## src/rtl/xor_share_arbiter.sv

```systemverilog
// Round-robin sharing of one 16-bit XOR datapath between two requesters.
// Operands are captured on the grant edge; the result is presented on a
// valid/ready channel tagged with the owning requester, and consumed
// results are counted.

module xorOp #(
  parameter int WIDTH = 16
) (
  input  logic [WIDTH-1:0] a,
  input  logic [WIDTH-1:0] b,
  output logic [WIDTH-1:0] y
);

  assign y = a ^ b;

endmodule

module xor_share_arbiter #(
  parameter int WIDTH = 16,
  parameter int CNT_W = 8
) (
  input  logic             clk,
  input  logic             rst,
  input  logic             req0_valid,
  input  logic [WIDTH-1:0] req0_a,
  input  logic [WIDTH-1:0] req0_b,
  output logic             req0_ready,
  input  logic             req1_valid,
  input  logic [WIDTH-1:0] req1_a,
  input  logic [WIDTH-1:0] req1_b,
  output logic             req1_ready,
  output logic             res_valid,
  output logic [WIDTH-1:0] res_y,
  output logic             res_id,
  input  logic             res_ready,
  output logic [CNT_W-1:0] op_count
);

  typedef enum logic {
    IDLE   = 1'b0,
    RESULT = 1'b1
  } state_t;

  state_t           state_p0;
  state_t           state_nxt;
  logic             prio;
  logic             grant0;
  logic             grant1;
  logic [WIDTH-1:0] op_a_p0;
  logic [WIDTH-1:0] op_b_p0;
  logic [WIDTH-1:0] xor_y;
  logic             vld_p0;

  // Round-robin pick: a lone requester wins, a tie goes to prio.
  always_comb begin
    grant0 = req0_valid && (!req1_valid || !prio);
    grant1 = req1_valid && (!req0_valid ||  prio);
  end

  // State register.
  always_ff @(posedge clk) begin
    if (rst) state_p0 <= IDLE;
    else     state_p0 <= state_nxt;
  end

  // Next-state: leave IDLE on any grant, leave RESULT once the result is taken.
  always_comb begin
    state_nxt = state_p0;
    case (state_p0)
      IDLE:    if (grant0 || grant1) state_nxt = RESULT;
      RESULT:  if (res_ready)        state_nxt = IDLE;
      default: state_nxt = IDLE;
    endcase
  end

  // Outputs: readys only in IDLE outside reset; result visible only in RESULT.
  always_comb begin
    req0_ready = 1'b0;
    req1_ready = 1'b0;
    if (!rst && state_p0 == IDLE) begin
      req0_ready = grant0;
      req1_ready = grant1;
    end
    vld_p0    = (state_p0 == RESULT);
    res_valid = vld_p0;
    res_y     = vld_p0 ? xor_y : '0;
  end

  // ---- stage p0: operands captured on the grant edge ----

  // Operand registers carry data only, so they are loaded without reset.
  always_ff @(posedge clk) begin
    if (req0_ready) begin
      op_a_p0 <= req0_a;
      op_b_p0 <= req0_b;
    end else if (req1_ready) begin
      op_a_p0 <= req1_a;
      op_b_p0 <= req1_b;
    end
  end

  // Control state: owner tag, round-robin pointer and consumed-result count.
  always_ff @(posedge clk) begin
    if (rst) begin
      prio     <= 1'b0;
      res_id   <= 1'b0;
      op_count <= '0;
    end else begin
      if (req0_ready || req1_ready) begin
        res_id <= req1_ready;
        prio   <= ~req1_ready;
      end
      if (vld_p0 && res_ready) op_count <= op_count + CNT_W'(1);
    end
  end

  xorOp #(
    .WIDTH (WIDTH)
  ) u_xor (
    .a (op_a_p0),
    .b (op_b_p0),
    .y (xor_y)
  );

endmodule

```

## config.mk

```make
export PLATFORM = sky130hd
export DESIGN_NAME = xor_share_arbiter
export DESIGN_NICKNAME = d
export VERILOG_FILES = /design/src/rtl/xor_share_arbiter.sv
export SDC_FILE = /design/constraint.sdc
export NUM_CORES = 1
export LEC_CHECK = 0
export BUFFER_PORTS_ARGS = -buffer_cell sky130_fd_sc_hd__buf_2
export CORE_MARGIN = 8
export CORE_UTILIZATION = 35
export CTS_CLUSTER_SIZE = 16
export DETAILED_ROUTE_END_ITERATION = 16
export PLACE_DENSITY = 0.65
export SLEW_MARGIN = 20
export SYNTH_ARGS = -nofsm -noshare
export SYNTH_HDL_FRONTEND = slang
export SYNTH_SLANG_ARGS = --single-unit
export TNS_END_PERCENT = 100
```

## constraint.sdc

```tcl
create_clock -name clk -period 1.9 [get_ports clk]
set_input_delay 0.38 -clock clk [delete_from_list [all_inputs] [get_ports clk]]
set_output_delay 0.38 -clock clk [all_outputs]
set_load 0.1 [all_outputs]
```

* Word level (Yosys, flattened, before mapping)
Index checks and enable logic that the tools add are counted.
** Cells by class
- $add $sub $neg :: 1
- Mux-type cells :: 10
- Bitwise logic cells :: 3
- Reductions and logical operators :: 13
** Operators with widths (count)
- 2-to-1 mux 16 bit :: 5
- bitwise XOR 16 bit :: 1
- adder 8 x 1 -> 8 bit (second input constant) :: 1
- logical AND 1 bit :: 4
- logical NOT 1 bit :: 4
- logical OR 1 bit :: 4
- 2-to-1 mux 1 bit :: 4
- inverter 1 bit :: 2
- one-hot mux 1 bit (2 select lines) :: 1
- nonzero test 2 bit :: 1
** Word-level totals
- Register bits :: 43
- Output and inout bits :: 28
- Logic and storage cells :: 33

* Longest topological paths before layout
- Depth after elaboration :: 6
- Depth in mapped cells :: 4
- Depth with buffers taken out :: 4

* Hierarchy
A second synthesis with hierarchy kept.
** Second synthesis, totals
- Cells, all modules :: 156
- Area, all modules :: 2092.0 um^2
** By module, submodules not included
- xor_share_arbiter :: times used 1, cells an instance 140, area an instance 1951.9 um^2, seq. area each 1181.1 um^2
- xorOp :: times used 1, cells an instance 16, area an instance 140.1 um^2, seq. area each 0.0 um^2

* Worst setup path after synthesis
No wires, ideal clock.
- Path type :: reg2reg
- From :: register state_p0 (netlist: res_valid)
- To :: register op_a_p0[0], enable pin
- Data arrival time :: 2.775 ns
- Data required time :: 1.506 ns
- Slack :: -1.269 ns
- Cell stages (with the launch flop) :: 4
- Clock period less this slack :: 3.169 ns
- Path through :: dfxtp_1 nor2_2 and3_1 nand2b_1
** Between the ends
- Word-level cells in the longest chain between the ends :: 4
- Elaborated cells between the ends (all ways) :: 5
- Those cells by class :: mux (2); bitwise (1); reduce/logical (2)
** RTL lines
- start, declared :: line 44 : state_t state_p0;
- start signal, assigned :: line 63 : else state_p0 <= state_nxt;
- inverter 1 bit
- logical AND 1 bit :: line 80 : if (!rst && state_p0 == IDLE) begin
- 2-to-1 mux 1 bit :: line 80
- net req1_ready :: line 31 : output logic req1_ready,
- nonzero test 2 bit (no source line)
- end signal, assigned :: line 94 : op_a_p0 <= req0_a;
- end signal, assigned :: line 97 : op_a_p0 <= req1_a;
- end, declared :: line 49 : logic [WIDTH-1:0] op_a_p0;
The timed path passes the listed nets, and every way through them passes these cells.
A chain may end at the register's enable or synchronous reset.

* Worst setup path in the final report
- From :: register state_p0 (netlist: res_valid)
- To :: output port res_y[2]
** Between the ends
- Word-level cells in the longest chain between the ends :: 1
** RTL lines
- 2-to-1 mux 16 bit :: line 86 : res_y = vld_p0 ? xor_y : '0;
- end, declared :: line 33 : output logic [WIDTH-1:0] res_y,
Every way passes these cells.

==> impl_metrics.json <==
{
  "synth_top_area_frac": 0.459,
  "ant_nets": 0,
  "viasPerCell": 4.48,
  "fp.dieW_um": 93.3,
  "fmax_mhz": 568,
  "first_global_vias": 1577,
  "yosysWarnings": 0,
  "worstPathRequired_ps": 1520,
  "ys_ff_latch": 43,
  "htree_num_levels": 2,
  "synth_cell_types": 28,
  "synth_edf_count": 32,
  "cts_tree": "yes",
  "synthFlopType": "edfxtp_1",
  "outcome": "finished, final reports clean",
  "syn_nets": 226,
  "synthTopCellsByArea": "edfxtp_1 (46%), mux2_2 (17%), dfxtp_1 (11%)",
  "cts_sinks": 43,
  "synth_cells": 156,
  "grt_usage": 0.107,
  "ios": 97,
  "rsz0062_at_grt": "false",
  "worstSetupPathType": "reg -> out",
  "syn-cell-area_um2": 2090,
  "clkTransAtPathRegs_ps": 80,
  "finalCriticalPeriod_ps": 1760,
  "die_y_um": 93.3,
  "grt-ovfl-total": 0,
  "drive_gt1_frac": 0.652,
  "routed_wl_um": 4780,
  "ys_seq_area_frac": 0.565,
  "worstSetupStartpointType": "flop",
  "cts_root_buffer": "clkbuf_8",
  "powerDensity_nw_per_um2": 779,
  "core_region_area_um2": 5850,
  "place_ws_ps": 149,
  "routabilityCongestion": 0.786,
  "die_area_um2": 8710,
  "worstPathCellList": "buf_4 > and2_2 > clkbuf_4",
  "start_util": 0.358,
  "cts_buffers": 5,
  "avgSynthCellArea_um2": 13.4,
  "drt_iter0_drc": 60,
  "wire_per_inst_um": 14.1,
  "synthTopCellsByCount": "edfxtp_1 (32), mux2_2 (32), xor2_1 (17), and2_1 (16), dfxtp_1 (11)",
  "max_slew.worst_pin.slew_ps": 492,
  "p_leak_uw": 0.00124,
  "fin_skew_ps": 8.47,
  "dp_hpwl_um": 3730,
  "postCtsHoldBufs": 0,
  "ir_worst_vdd_mv": 0.313,
  "fin_nets": 333,
  "hold_class": "in -> reg",
  "cap_violations": 0,
  "drc": 0,
  "hold_viol": 0,
  "grt_max_degree": 33,
  "fin_tns_setup_ps": 0,
  "grt_pass1_wl_um": 7400,
  "dr.pass1.iters": 4,
  "port_buffers": 96,
  "area_growth_pct": 38.8,
  "antenna_found_initial": 0,
  "insertion_delay_ps": 290,
  "setup_violations": 0,
  "n_antenna_cell": 0,
  "yosys.area.top_type": "edfxtp_1",
  "async_flop_share": 0,
  "path_max_fanout": 17,
  "clockBufferDepth": 2,
  "cp_slowest_cell": "dfxtp_4",
  "critPathMaxStageDelay_ps": 390,
  "cp.arrival_ps": 1380,
  "worst_slack_ps": 139,
  "vias": 1520,
  "min_period_over_period": 0.927,
  "drv_slew": 0,
  "end_kind": "primary output",
  "num_rows": 28,
  "maxSlewHeadroom": 0.674
}
-- per-layer routing --
| metal | global-route usage | vias up | wire length (um) |
|---|---|---|---|
| met5 | 0 | - | 0 |
| li1 | - | 772 | - |
| met2 | 0.191 | 56 | 2440 |
| met4 | 0.0456 | 0 | 86 |
| met3 | 0.0361 | 8 | 367 |
| met1 | 0.112 | 684 | 1890 |
-- area by class of cell --
cell class	instances	area (um^2)
repair buffers	106	638
multi-input cells	103	885
clock inverters	2	7.51
flip-flops and latches	43	1190
inverters	4	18.8
fillers	549	2950
well taps	75	93.8
clock buffers	6	72.6
-- worst paths after layout --
check                            from                        to  slack [ps]  cells after the start
min                         req0_b[5]      op_b_p0[5]$_DFFE_PP_         380                      2
max              res_valid$_SDFF_PP0_                  res_y[2]         140                      3
min reg2reg  op_count[1]$_SDFFE_PP0P_  op_count[1]$_SDFFE_PP0P_         480                      2
max reg2reg      res_valid$_SDFF_PP0_     op_b_p0[15]$_DFFE_PP_         310                      5
-- cells by family (layout without fill, tap and decap cells) --
family / count (synthesis) / in the layout / synth area share
buffers and inverters: 10 / 118 / 0.0287
xor gates and xnor gates: 18 / 18 / 0.0754
adders and majority gates: 1 / 1 / 0.00598
AOI/OAI and AO/OA: 14 / 14 / 0.0389
DFF: 43 / 43 / 0.565
muxes: 32 / 32 / 0.172
and+or+nand+nor: 38 / 38 / 0.114
-- what timing repair did --
item,in CTS,in global routing
cloned,0,0
buffers inserted,0,7
resized for setup,2,14
pin swaps,0,1
setup endpoints to repair,2,15
-- cells in the final DEF, fill, tap and decap left out, types with 2 or more instances in the layout --
cell type,netlist,routed
buf_2,0,78
nand2_1,4,4
or3_1,2,2
o21ai_0,4,4
and2_2,0,15
inv_1,4,3
clkinv_1,0,2
xor2_1,17,17
clkbuf_4,0,14
or3_2,2,2
mux2_2,32,32
a21oi_1,7,7
dfxtp_2,0,3
dfxtp_1,11,7
clkbuf_8,0,5
buf_4,0,11
nor2_1,2,2
buf_12,0,3
edfxtp_1,32,32
nand3_1,3,3
-- worst max-delay path: cells and delay by family, from the launching register on --
family | cells | cell delay [ps]
buffers and inverters | 2 | 530
DFF | 1 | 390
and+or+nand+nor | 1 | 160
-- sequential cells by signal, summed over array words and instances (netlist names) --
register / flops
op_a_p0: 16
op_b_p0: 16
op_count: 8
prio: 1
res_id: 1
res_valid: 1
-- power breakdown --
part	leakage, uW	switching, uW	internal [uW]
Combinational	0.000810	403	211
Sequential	0.000391	26.9	1080
Clock	0.0000403	291	251
Total	0.00124	720	1540
-- stage by stage --
step / hold slack [ps] / instances / total power (uW) / instance area [um^2] / utilization
2_1_floorplan: 491 / 156 / 1570 / 2140 / -
3_3_place_gp: 461 / 324 / 1720 / 2730 / 0.467
3_5_place_dp: 473 / 324 / 1720 / 2730 / 0.467
4_1_cts: 373 / 332 / 2270 / 2820 / 0.481
5_1_grt: 378 / 339 / 2360 / 2900 / 0.496
6_report: 384 / 339 / 2260 / 2900 / 0.496
No activity file was read; power rests on OpenSTA's default activity.
